File: src/rtl/mm_wb_buffer.sv
`default_nettype none
// +----------------------------------------------------------------------------+
// | mm_wb_buffer : de-skews diagonal MXU result bytes into row entries and      |
// |                writes completed rows, in order, to the scratch RAM.         |
// | Revision     : 1.0                                                          |
// +----------------------------------------------------------------------------+
module mm_wb_buffer #(
   parameter int LANES = 16,
   parameter int DW    = 8,
   parameter int AW    = 8
) (
   input  logic                      clk,
   input  logic                      rst_n,
   input  logic                      lsu_mm_wb_ctrl_vld,
   input  logic [$clog2(LANES)-1:0]  lsu_mm_wb_ctrl_row_len,
   input  logic [$clog2(LANES)-1:0]  lsu_mm_wb_ctrl_col_len,
   input  logic [AW+$clog2(LANES)-1:0] lsu_mm_wb_ctrl_start_addr,
   output logic                      lsu_mm_wb_busy,
   output logic                      lsu_mm_wb_done,
   input  logic [LANES-1:0]          mxu_mm_wb_vld,
   input  logic [LANES*DW-1:0]       mxu_mm_wb_data,
   output logic                      lsu_mm_wb_ram_wr_vld,
   input  logic                      lsu_mm_wb_ram_wr_rdy,
   output logic [AW-1:0]             lsu_mm_wb_ram_wr_addr,
   output logic [LANES*DW-1:0]       lsu_mm_wb_ram_wr_data,
   output logic [LANES-1:0]          lsu_mm_wb_ram_wr_mask
);

   localparam int LW = $clog2(LANES);
   localparam int RW = LANES * DW;

   typedef enum logic [1:0] {
      S_IDLE    = 2'd0,
      S_COLLECT = 2'd1,
      S_DRAIN   = 2'd2,
      S_DONE    = 2'd3
   } state_t;

   state_t          r_state;
   state_t          w_state_nxt;
   logic [LW-1:0]   r_row_len;
   logic [LW-1:0]   r_col_len;
   logic [AW-1:0]   r_base;
   logic [LW:0]     r_lane_row [LANES];
   logic [LANES-1:0] r_row_done;
   logic [LW:0]     r_wr_ptr;
   logic [RW-1:0]   r_entry [LANES];

   logic            r_busy;
   logic            r_done;
   logic            r_wr_vld;
   logic [AW-1:0]   r_wr_addr;
   logic [RW-1:0]   r_wr_data;
   logic [LANES-1:0] r_wr_mask;

   logic            w_accept;
   logic            w_issue;
   logic [LW:0]     w_wr_ptr_nxt;
   logic [LANES-1:0] w_cap;
   logic [LANES-1:0] w_done_set;
   logic [LANES-1:0] w_row_done_nxt;
   logic [LANES-1:0] w_mask;
   logic [RW-1:0]   w_wr_data;

   always_comb begin
      w_accept     = r_wr_vld & lsu_mm_wb_ram_wr_rdy;
      w_wr_ptr_nxt = r_wr_ptr + {{LW{1'b0}}, w_accept};
      w_cap        = '0;
      w_done_set   = '0;
      w_mask       = '0;
      w_wr_data    = '0;
      for (int j = 0; j < LANES; j++) begin
         w_mask[j] = (LW'(j) <= r_col_len);
         w_cap[j]  = (r_state == S_COLLECT) && mxu_mm_wb_vld[j] &&
                     (LW'(j) <= r_col_len) && (r_lane_row[j] <= {1'b0, r_row_len});
      end
      // A capture on the last active lane closes the row it lands in.
      if (w_cap[r_col_len])
         w_done_set[r_lane_row[r_col_len][LW-1:0]] = 1'b1;
      w_row_done_nxt = r_row_done | w_done_set;
      w_issue = (w_wr_ptr_nxt <= {1'b0, r_row_len}) && w_row_done_nxt[w_wr_ptr_nxt[LW-1:0]];
      // Bytes landing this edge in the row about to be presented bypass the entry.
      for (int j = 0; j < LANES; j++) begin
         if (w_cap[j] && (r_lane_row[j][LW-1:0] == w_wr_ptr_nxt[LW-1:0]))
            w_wr_data[j*DW +: DW] = mxu_mm_wb_data[j*DW +: DW];
         else
            w_wr_data[j*DW +: DW] = r_entry[w_wr_ptr_nxt[LW-1:0]][j*DW +: DW];
      end
   end

   always_comb begin
      w_state_nxt = r_state;
      case (r_state)
         S_IDLE:    if (lsu_mm_wb_ctrl_vld) w_state_nxt = S_COLLECT;
         S_COLLECT: if (w_row_done_nxt[r_row_len]) w_state_nxt = S_DRAIN;
         S_DRAIN:   if (w_accept && (r_wr_ptr == {1'b0, r_row_len})) w_state_nxt = S_DONE;
         default:   w_state_nxt = S_IDLE;
      endcase
   end

   always_ff @(posedge clk) begin
      if (!rst_n) begin
         r_state    <= S_IDLE;
         r_row_len  <= '0;
         r_col_len  <= '0;
         r_base     <= '0;
         r_row_done <= '0;
         r_wr_ptr   <= '0;
         r_busy     <= 1'b0;
         r_done     <= 1'b0;
         r_wr_vld   <= 1'b0;
         r_wr_addr  <= '0;
         r_wr_data  <= '0;
         r_wr_mask  <= '0;
         for (int j = 0; j < LANES; j++) r_lane_row[j] <= '0;
      end else begin
         r_state <= w_state_nxt;
         r_busy  <= (w_state_nxt != S_IDLE);
         r_done  <= (w_state_nxt == S_DONE);
         case (r_state)
            S_IDLE: begin
               r_wr_vld <= 1'b0;
               if (lsu_mm_wb_ctrl_vld) begin
                  r_row_len  <= lsu_mm_wb_ctrl_row_len;
                  r_col_len  <= lsu_mm_wb_ctrl_col_len;
                  r_base     <= lsu_mm_wb_ctrl_start_addr[AW+LW-1:LW];
                  r_row_done <= '0;
                  r_wr_ptr   <= '0;
                  for (int j = 0; j < LANES; j++) r_lane_row[j] <= '0;
               end
            end
            S_COLLECT, S_DRAIN: begin
               for (int j = 0; j < LANES; j++)
                  if (w_cap[j]) r_lane_row[j] <= r_lane_row[j] + (LW+1)'(1);
               r_row_done <= w_row_done_nxt;
               r_wr_ptr   <= w_wr_ptr_nxt;
               // A presented write holds until accepted.
               if (!r_wr_vld || w_accept) begin
                  r_wr_vld <= w_issue;
                  if (w_issue) begin
                     r_wr_addr <= r_base + AW'(w_wr_ptr_nxt[LW-1:0]);
                     r_wr_data <= w_wr_data;
                     r_wr_mask <= w_mask;
                  end
               end
            end
            default: r_wr_vld <= 1'b0;
         endcase
      end
   end

   always_ff @(posedge clk) begin
      for (int j = 0; j < LANES; j++)
         if (w_cap[j])
            r_entry[r_lane_row[j][LW-1:0]][j*DW +: DW] <= mxu_mm_wb_data[j*DW +: DW];
   end

   assign lsu_mm_wb_busy        = r_busy;
   assign lsu_mm_wb_done        = r_done;
   assign lsu_mm_wb_ram_wr_vld  = r_wr_vld;
   assign lsu_mm_wb_ram_wr_addr = r_wr_addr;
   assign lsu_mm_wb_ram_wr_data = r_wr_data;
   assign lsu_mm_wb_ram_wr_mask = r_wr_mask;

endmodule
`default_nettype wire

File: config.mk
export PLATFORM = sky130hd
export DESIGN_NAME = mm_wb_buffer
export DESIGN_NICKNAME = d
export VERILOG_FILES = /design/src/rtl/mm_wb_buffer.sv
export SDC_FILE = /design/constraint.sdc
export NUM_CORES = 2
export LEC_CHECK = 0
export CORE_ASPECT_RATIO = 1.25
export CORE_MARGIN = 2
export CORE_UTILIZATION = 35
export CTS_BUF_LIST = sky130_fd_sc_hd__clkbuf_16
export CTS_CLUSTER_SIZE = 8
export DETAILED_ROUTE_END_ITERATION = 12
export GPL_TIMING_DRIVEN = 0
export HOLD_SLACK_MARGIN = 0.1
export SYNTH_ARGS = -nofsm -noshare
export SYNTH_HDL_FRONTEND = slang
export SYNTH_SLANG_ARGS = --single-unit
File: constraint.sdc
create_clock -name clk -period 12.95 [get_ports clk]
set_clock_uncertainty 0.2 [all_clocks]
set_input_delay 2.59 -clock clk [delete_from_list [all_inputs] [get_ports clk]]
set_output_delay 2.59 -clock clk [all_outputs]
set_load 0.005 [all_outputs]
# Word-level counts from Yosys, hierarchy flattened
# Memory sizes are Yosys's and may differ from the RTL's. A register that Yosys moved wholly into a read port is not among the register bits.
# Cells that the tools add are included.
[word_totals]
reg_bits = 66
mem_bits_rw = 2128
elab_cells = 306
memories = 2
[classes]
n_addsub = 18
n_lt_le_gt_ge = 38
n_eq_ne = 5
mux = 136
bitwise_logic = 34
n_reduce_logical = 62
[memory_table]
columns = ["memory", "words", "word_bits", "read_ports", "rd_ports_with_merged_regs", "write_ports", "line_no", "source"]
rows = [
  ["r_entry", 16, 128, 1, 1, 16, "47", "logic [RW-1:0] r_entry [LANES];"],
  ["r_lane_row", 16, 5, 17, 1, 16, "44", "logic [LW:0] r_lane_row [LANES];"],
]
[ops]
columns = ["op", "n"]
rows = [
  ["$mux W5", 33],
  ["$mux W1", 89],
  ["$le A5 B4 Y1", 17],
  ["$add A5 B1 Y5 const B", 16],
  ["$logic_and A1 B1 Y1", 51],
  ["$le A4 B4 Y1 const A", 8],
  ["$mux W16", 2],
  ["$or A1 B1 Y1", 32],
  ["$pmux W16 S2", 1],
  ["$lt A4 B5 Y1 const B", 4],
  ["$le A3 B4 Y1 const A", 4],
  ["$or A16 B16 Y16", 1],
  ["$bmux W1 S4", 3],
  ["$pmux W5 S2", 1],
  ["$add A8 B4 Y8", 1],
  ["$le A1 B4 Y1 const A", 2],
  ["$le A2 B4 Y1 const A", 2],
  ["$mux W4", 2],
  ["$mux W2", 3],
  ["$pmux W2 S3", 1],
  ["$reduce_and A2 Y1", 3],
  ["$add A5 B1 Y5", 1],
  ["$eq A5 B4 Y1", 1],
  ["$demux W1 S4", 1],
  ["11 further kinds", 14],
]

# Logic depth before layout (Yosys ltp)
[depth]
word_depth = 13
depth_mapped = 23

# Least setup slack after synthesis
# OpenSTA, ideal clock, no wires.
[synth_timing]
kind = "input to register"
start = "in lsu_mm_wb_ram_wr_rdy"
end = "reg r_wr_mask[13] (netlist: lsu_mm_wb_ram_wr_mask[13])"
setup_time_ns = 0.072
t_arrival_ns = 6.938
t_required_ns = 12.678
slack_ns = 5.741
path_stages = 23
path_buffers = 7
path_cell_list = "and2_1 > ha_1 > ha_1 > xnor2_1 > inv_1 > buf_1 > buf_2 > clkbuf_1 > ha_1 > o21a_1 > o21a_1 > o21ai_0 > nor3b_1 > o31a_1 > a31oi_1 > o22ai_1 > a32o_1 > clkbuf_1 > and3_1 > buf_6 > buf_6 > buf_6 > mux2i_1"
[synth_via]
elab_chain_cells = 6
word_cells_on_any_way = 8
cone_classes = "1 x add/sub; 1 x order compare; 2 x mux; 1 x bitwise; 3 x reduce/logical"
[synth_lines]
columns = ["item", "line_no", "source"]
rows = [
  ["start: declaration", "23", "input logic lsu_mm_wb_ram_wr_rdy,"],
  ["$and A1 B1 Y1 (*)", "66", "w_accept = r_wr_vld & lsu_mm_wb_ram_wr_rdy;"],
  ["$add A5 B1 Y5", "67", "w_wr_ptr_nxt = r_wr_ptr + {{LW{1'b0}}, w_accept};"],
  ["$bmux W1 S4", "81", "w_issue = (w_wr_ptr_nxt <= {1'b0, r_row_len}) && w_row_done_nxt[w_wr_ptr_nxt[LW-1:0]];"],
  ["$mux W1 (not written as such)", "81", ""],
  ["$logic_and A1 B1 Y1", "81", ""],
  ["$reduce_and A3 Y1 (no source line) (*)", "n/a", ""],
  ["end signal: assignment", "143", "r_wr_mask <= w_mask;"],
  ["end: declaration", "54", "logic [LANES-1:0] r_wr_mask;"],
]
# Mark *: on every way between the ends. The rest lies on a longest branch, timed or not. The select of a mux whose other input is x is not followed.
# A chain may end at the register's enable or synchronous reset.

# Final worst setup path
[layout_timing]
start = "in lsu_mm_wb_ram_wr_rdy"
end = "reg r_wr_data[109] (netlist: lsu_mm_wb_ram_wr_data[109])"
[layout_via]
elab_chain_cells = 6
word_cells_on_any_way = 8
cone_classes = "1 x add/sub; 1 x order compare; 2 x mux; 1 x bitwise; 3 x reduce/logical"
[layout_lines]
columns = ["item", "line_no", "source"]
rows = [
  ["$and A1 B1 Y1 (*)", "66", ""],
  ["$add A5 B1 Y5", "67", ""],
  ["$bmux W1 S4", "81", ""],
  ["$mux W1 (not written as such)", "81", ""],
  ["$logic_and A1 B1 Y1", "81", ""],
  ["$reduce_and A3 Y1 (no source line)", "n/a", ""],
  ["end signal: assignment", "142", "r_wr_data <= w_wr_data;"],
  ["end: declaration", "53", "logic [RW-1:0] r_wr_data;"],
]
# Marks and branches as above.

==> results.sh <==
export IMPL_critPathArrivalTime_ns=11.67
export IMPL_cts_hold_buf=0
export IMPL_place_gp_congestion=0.9392
export IMPL_synth_edf_count=2123
export IMPL_violations="capacitance limit, slew limit"
export IMPL_grt_max_degree=25
export IMPL_design_area_um2=114600
export IMPL_io_buffers=317
export IMPL_die_area_um2=280700
export IMPL_via_per_inst=5.489
export IMPL_power_w=0.01816
export IMPL_die_y_um=591.9
export IMPL_synthesis_area_um2=96760
export IMPL_routed_wl_mm=293.6
export IMPL_cts_root_buf="clkbuf_16"
export IMPL_drc_errors=0
export IMPL_crit_path_end_kind="register"
export IMPL_setup_viol=0
export IMPL_cts_sinks=2326
export IMPL_finalNetCount=6596
export IMPL_rows=215
export IMPL_cts_buffers=334
export IMPL_report_final_slew_viol_count=1
export IMPL_finalCritPeriodShare_pct=86.07
export IMPL_ys_flop_type="edfxtp_1"
export IMPL_synth_seq_area_share_pct=70.08
export IMPL_clock_path_buffers=4
export IMPL_grt_total_usage_pct=20.47
export IMPL_dr_pass1_iters=9
export IMPL_tightest_slew_ns=1.464
export IMPL_fmax_ghz=0.08971
export IMPL_maxCapViolations=1
export IMPL_cts_setup_buffers=0
export IMPL_yosysTopAreaCellShare_pct=65.88
export IMPL_p_sw_w=0.004618
export IMPL_htree_levels=5
export IMPL_grt_pass1_vias=57400
export IMPL_grt_pass1_wl_mm=413.9
export IMPL_tns_ns=0
export IMPL_drt_first_iter_violations=6313
export IMPL_instances_no_fill=10240
export IMPL_clk_pin_slew_worst_paths_ns=0.05
export IMPL_postSynthNetCount=5924
export IMPL_p_leak_nw=36.67
export IMPL_cts_tree="built"
export IMPL_synthToLayoutAreaGrowth_pct=18.38
export IMPL_place_area_um2=104900
export IMPL_layout_min_cycle_time_ns=11.15
export IMPL_synth_warnings=0
export IMPL_ctsResizeCount=0
export IMPL_netSwitchingFraction_pct=25.43
export IMPL_status="finished with violations"
export IMPL_start_util_pct=35.23
export IMPL_critPathLaunchType="input port"
export IMPL_finalHoldViolations=0
export IMPL_io_pins=323
export IMPL_synthTopCellsByArea="edfxtp_1 66%, mux4_2 12%, dfxtp_1 4.2%"
export IMPL_maxSlewHeadroom_pct=-0.4037
export IMPL_die_w_um=474.3
export IMPL_powerDensity_nw_per_um2=158.5
export IMPL_p_int_w=0.01354
export IMPL_crit_fanout=13
export IMPL_layout_drive_gt1_share_pct=16.63
export IMPL_hold_path_class="register to register"
export IMPL_crit_type="input port to register"
export IMPL_dp_hpwl_mm=208.6
export IMPL_synthTopCellsByCount="2,123 x edfxtp_1, 532 x mux4_2, 515 x nand2_1, 265 x clkbuf_1, 203 x dfxtp_1"
export IMPL_yosys_area_top_type="edfxtp_1"
export IMPL_p_clk_share_pct=43.3
export IMPL_antenna_found_initial=49
export IMPL_async_flop_share_pct=0
export IMPL_ant_nets=0
export IMPL_comb_power_share_pct=10.1
export IMPL_placed_cells=9636
export IMPL_syn_area_per_cell_um2=17.24
export IMPL_synth_most_common_cell="edfxtp_1"
export IMPL_num_fill_cells=24440
export IMPL_core_region_area_um2=274700
export IMPL_p_seq_share_pct=46.6
export IMPL_insertion_delay_ns=0.88
export IMPL_cp_required_ns=13.47
export IMPL_vdd_drop_max_uv=132.6
export IMPL_yosysUniqueCellTypes=77
export IMPL_rsz0062_at_grt="false"
export IMPL_synth_seq_cells=2326
export IMPL_final_core_util_pct=41.71
export IMPL_grt_overflow_total=0
export IMPL_avgRoutedWirePerCell_um=28.68
export IMPL_vias=56190
export IMPL_netlist_instances=5613
## metrics by stage
step	setup slack (ns)	hold slack [ns]
3_3_place_gp	0.5464	0.2448
3_5_place_dp	1.157	0.2503
2_1_floorplan	5.741	0.2278
6_report	1.803	0.2603
4_1_cts	2.024	0.2594
5_1_grt	1.816	0.2804
## worst paths after layout
kind	startpoint	endpoint	slack, ns	cells after the start
worst max-delay path	lsu_mm_wb_ram_wr_rdy	lsu_mm_wb_ram_wr_data[109]	1.80	24
worst min-delay path	lsu_mm_wb_ram_wr_mask[9]	lsu_mm_wb_ram_wr_mask[9]	0.26	2
worst max register to register	lsu_mm_wb_ram_wr_vld	lsu_mm_wb_ram_wr_data[109]	3.66	23
worst min register to register	lsu_mm_wb_ram_wr_mask[9]	lsu_mm_wb_ram_wr_mask[9]	0.26	2
## cells by family (layout without fill, tap and decap cells)
| logic type | count (synthesis) | in the layout | share of synthesized area (%) |
|---|---|---|---|
| flops | 2326 | 2326 | 70.08 |
| simple gates | 1291 | 1291 | 6.494 |
| compound gates | 666 | 666 | 5.211 |
| mux | 632 | 632 | 13.42 |
| buf+inv | 431 | 1344 | 1.817 |
| fa+ha+maj | 143 | 143 | 1.857 |
| xor+xnor | 124 | 124 | 1.122 |
| other cells | 0 | 22 | 0 |
## power groups by stage
stage               combinational (W)  sequential (W)  clock, W
finish                        0.00183         0.00846   0.00787
global route                  0.00192         0.00845   0.00830
CTS                           0.00179         0.00845   0.00798
detailed placement            0.00178         0.00860         0
global placement              0.00173         0.00859         0
floorplan                    0.000916         0.00853         0
## placed cells by master, fill, tap and decap left out, drive strengths merged, types with 53 or more instances in the layout
cell type,instances
a211oi,182
a21oi,126
a31oi,159
and2,162
and3,159
buf,120
clkbuf,604
clkdlybuf4s50,317
dfxtp,203
edfxtp,2123
ha,142
inv,287
mux2i,100
mux4,532
nand2,515
nand3,55
nor2,202
nor3,56
xnor2,71
xor2,53
## final cells by class
cell class | count | area, um^2 | share of cell area (%)
Sequential cell | 2326 | 67820 | 59.20
Multi-Input combinational cell | 2856 | 27300 | 23.83
Clock buffer | 338 | 8458 | 7.384
Tap cell | 3689 | 4616 | 4.029
Timing Repair Buffer | 336 | 3421 | 2.986
Buffer | 367 | 1531 | 1.337
Clock inverter | 239 | 1111 | 0.9699
Inverter | 64 | 240.2 | 0.2097
Antenna cell | 22 | 55.05 | 0.04806
## state kept, by name (all words and copies together), names as in the netlist, 5 cells and up, named ones only
| signal | flops |
|---|---|
| lsu_mm_wb_ram_wr_addr | 8 |
| lsu_mm_wb_ram_wr_data | 128 |
| lsu_mm_wb_ram_wr_mask | 16 |
| r_base | 8 |
| r_entry | 2048 |
| r_lane_row | 80 |
| r_row_done | 16 |
| r_wr_ptr | 5 |
## critical path: stages
cell and delay [ns]:
clkdlybuf4s50_1 0.56, and2_1 0.26, ha_1 0.22, ha_1 0.26
xnor2_2 0.18, buf_6 0.19, inv_1 0.30, buf_1 0.86
buf_2 0.77, clkbuf_1 0.95, ha_1 0.42, o21a_1 0.12
o21a_1 0.16, o21ai_0 0.20, nor3b_1 0.29, o31a_1 0.18
a31oi_1 0.05, o22ai_1 0.15, a32o_1 0.14, clkbuf_1 0.90
buf_2 0.83, buf_2 0.60, a31oi_1 0.15, a211oi_1 0.28
## per-layer routing
layer,vias to the layer above,wire length (um),GRT usage [%]
met4,30,14320,9.623
li1,23890,-,-
met1,29360,111000,25.08
met2,2339,145500,34.58
met5,-,180,0
met3,573,22550,4.284
(Power assumes the default switching activity.)
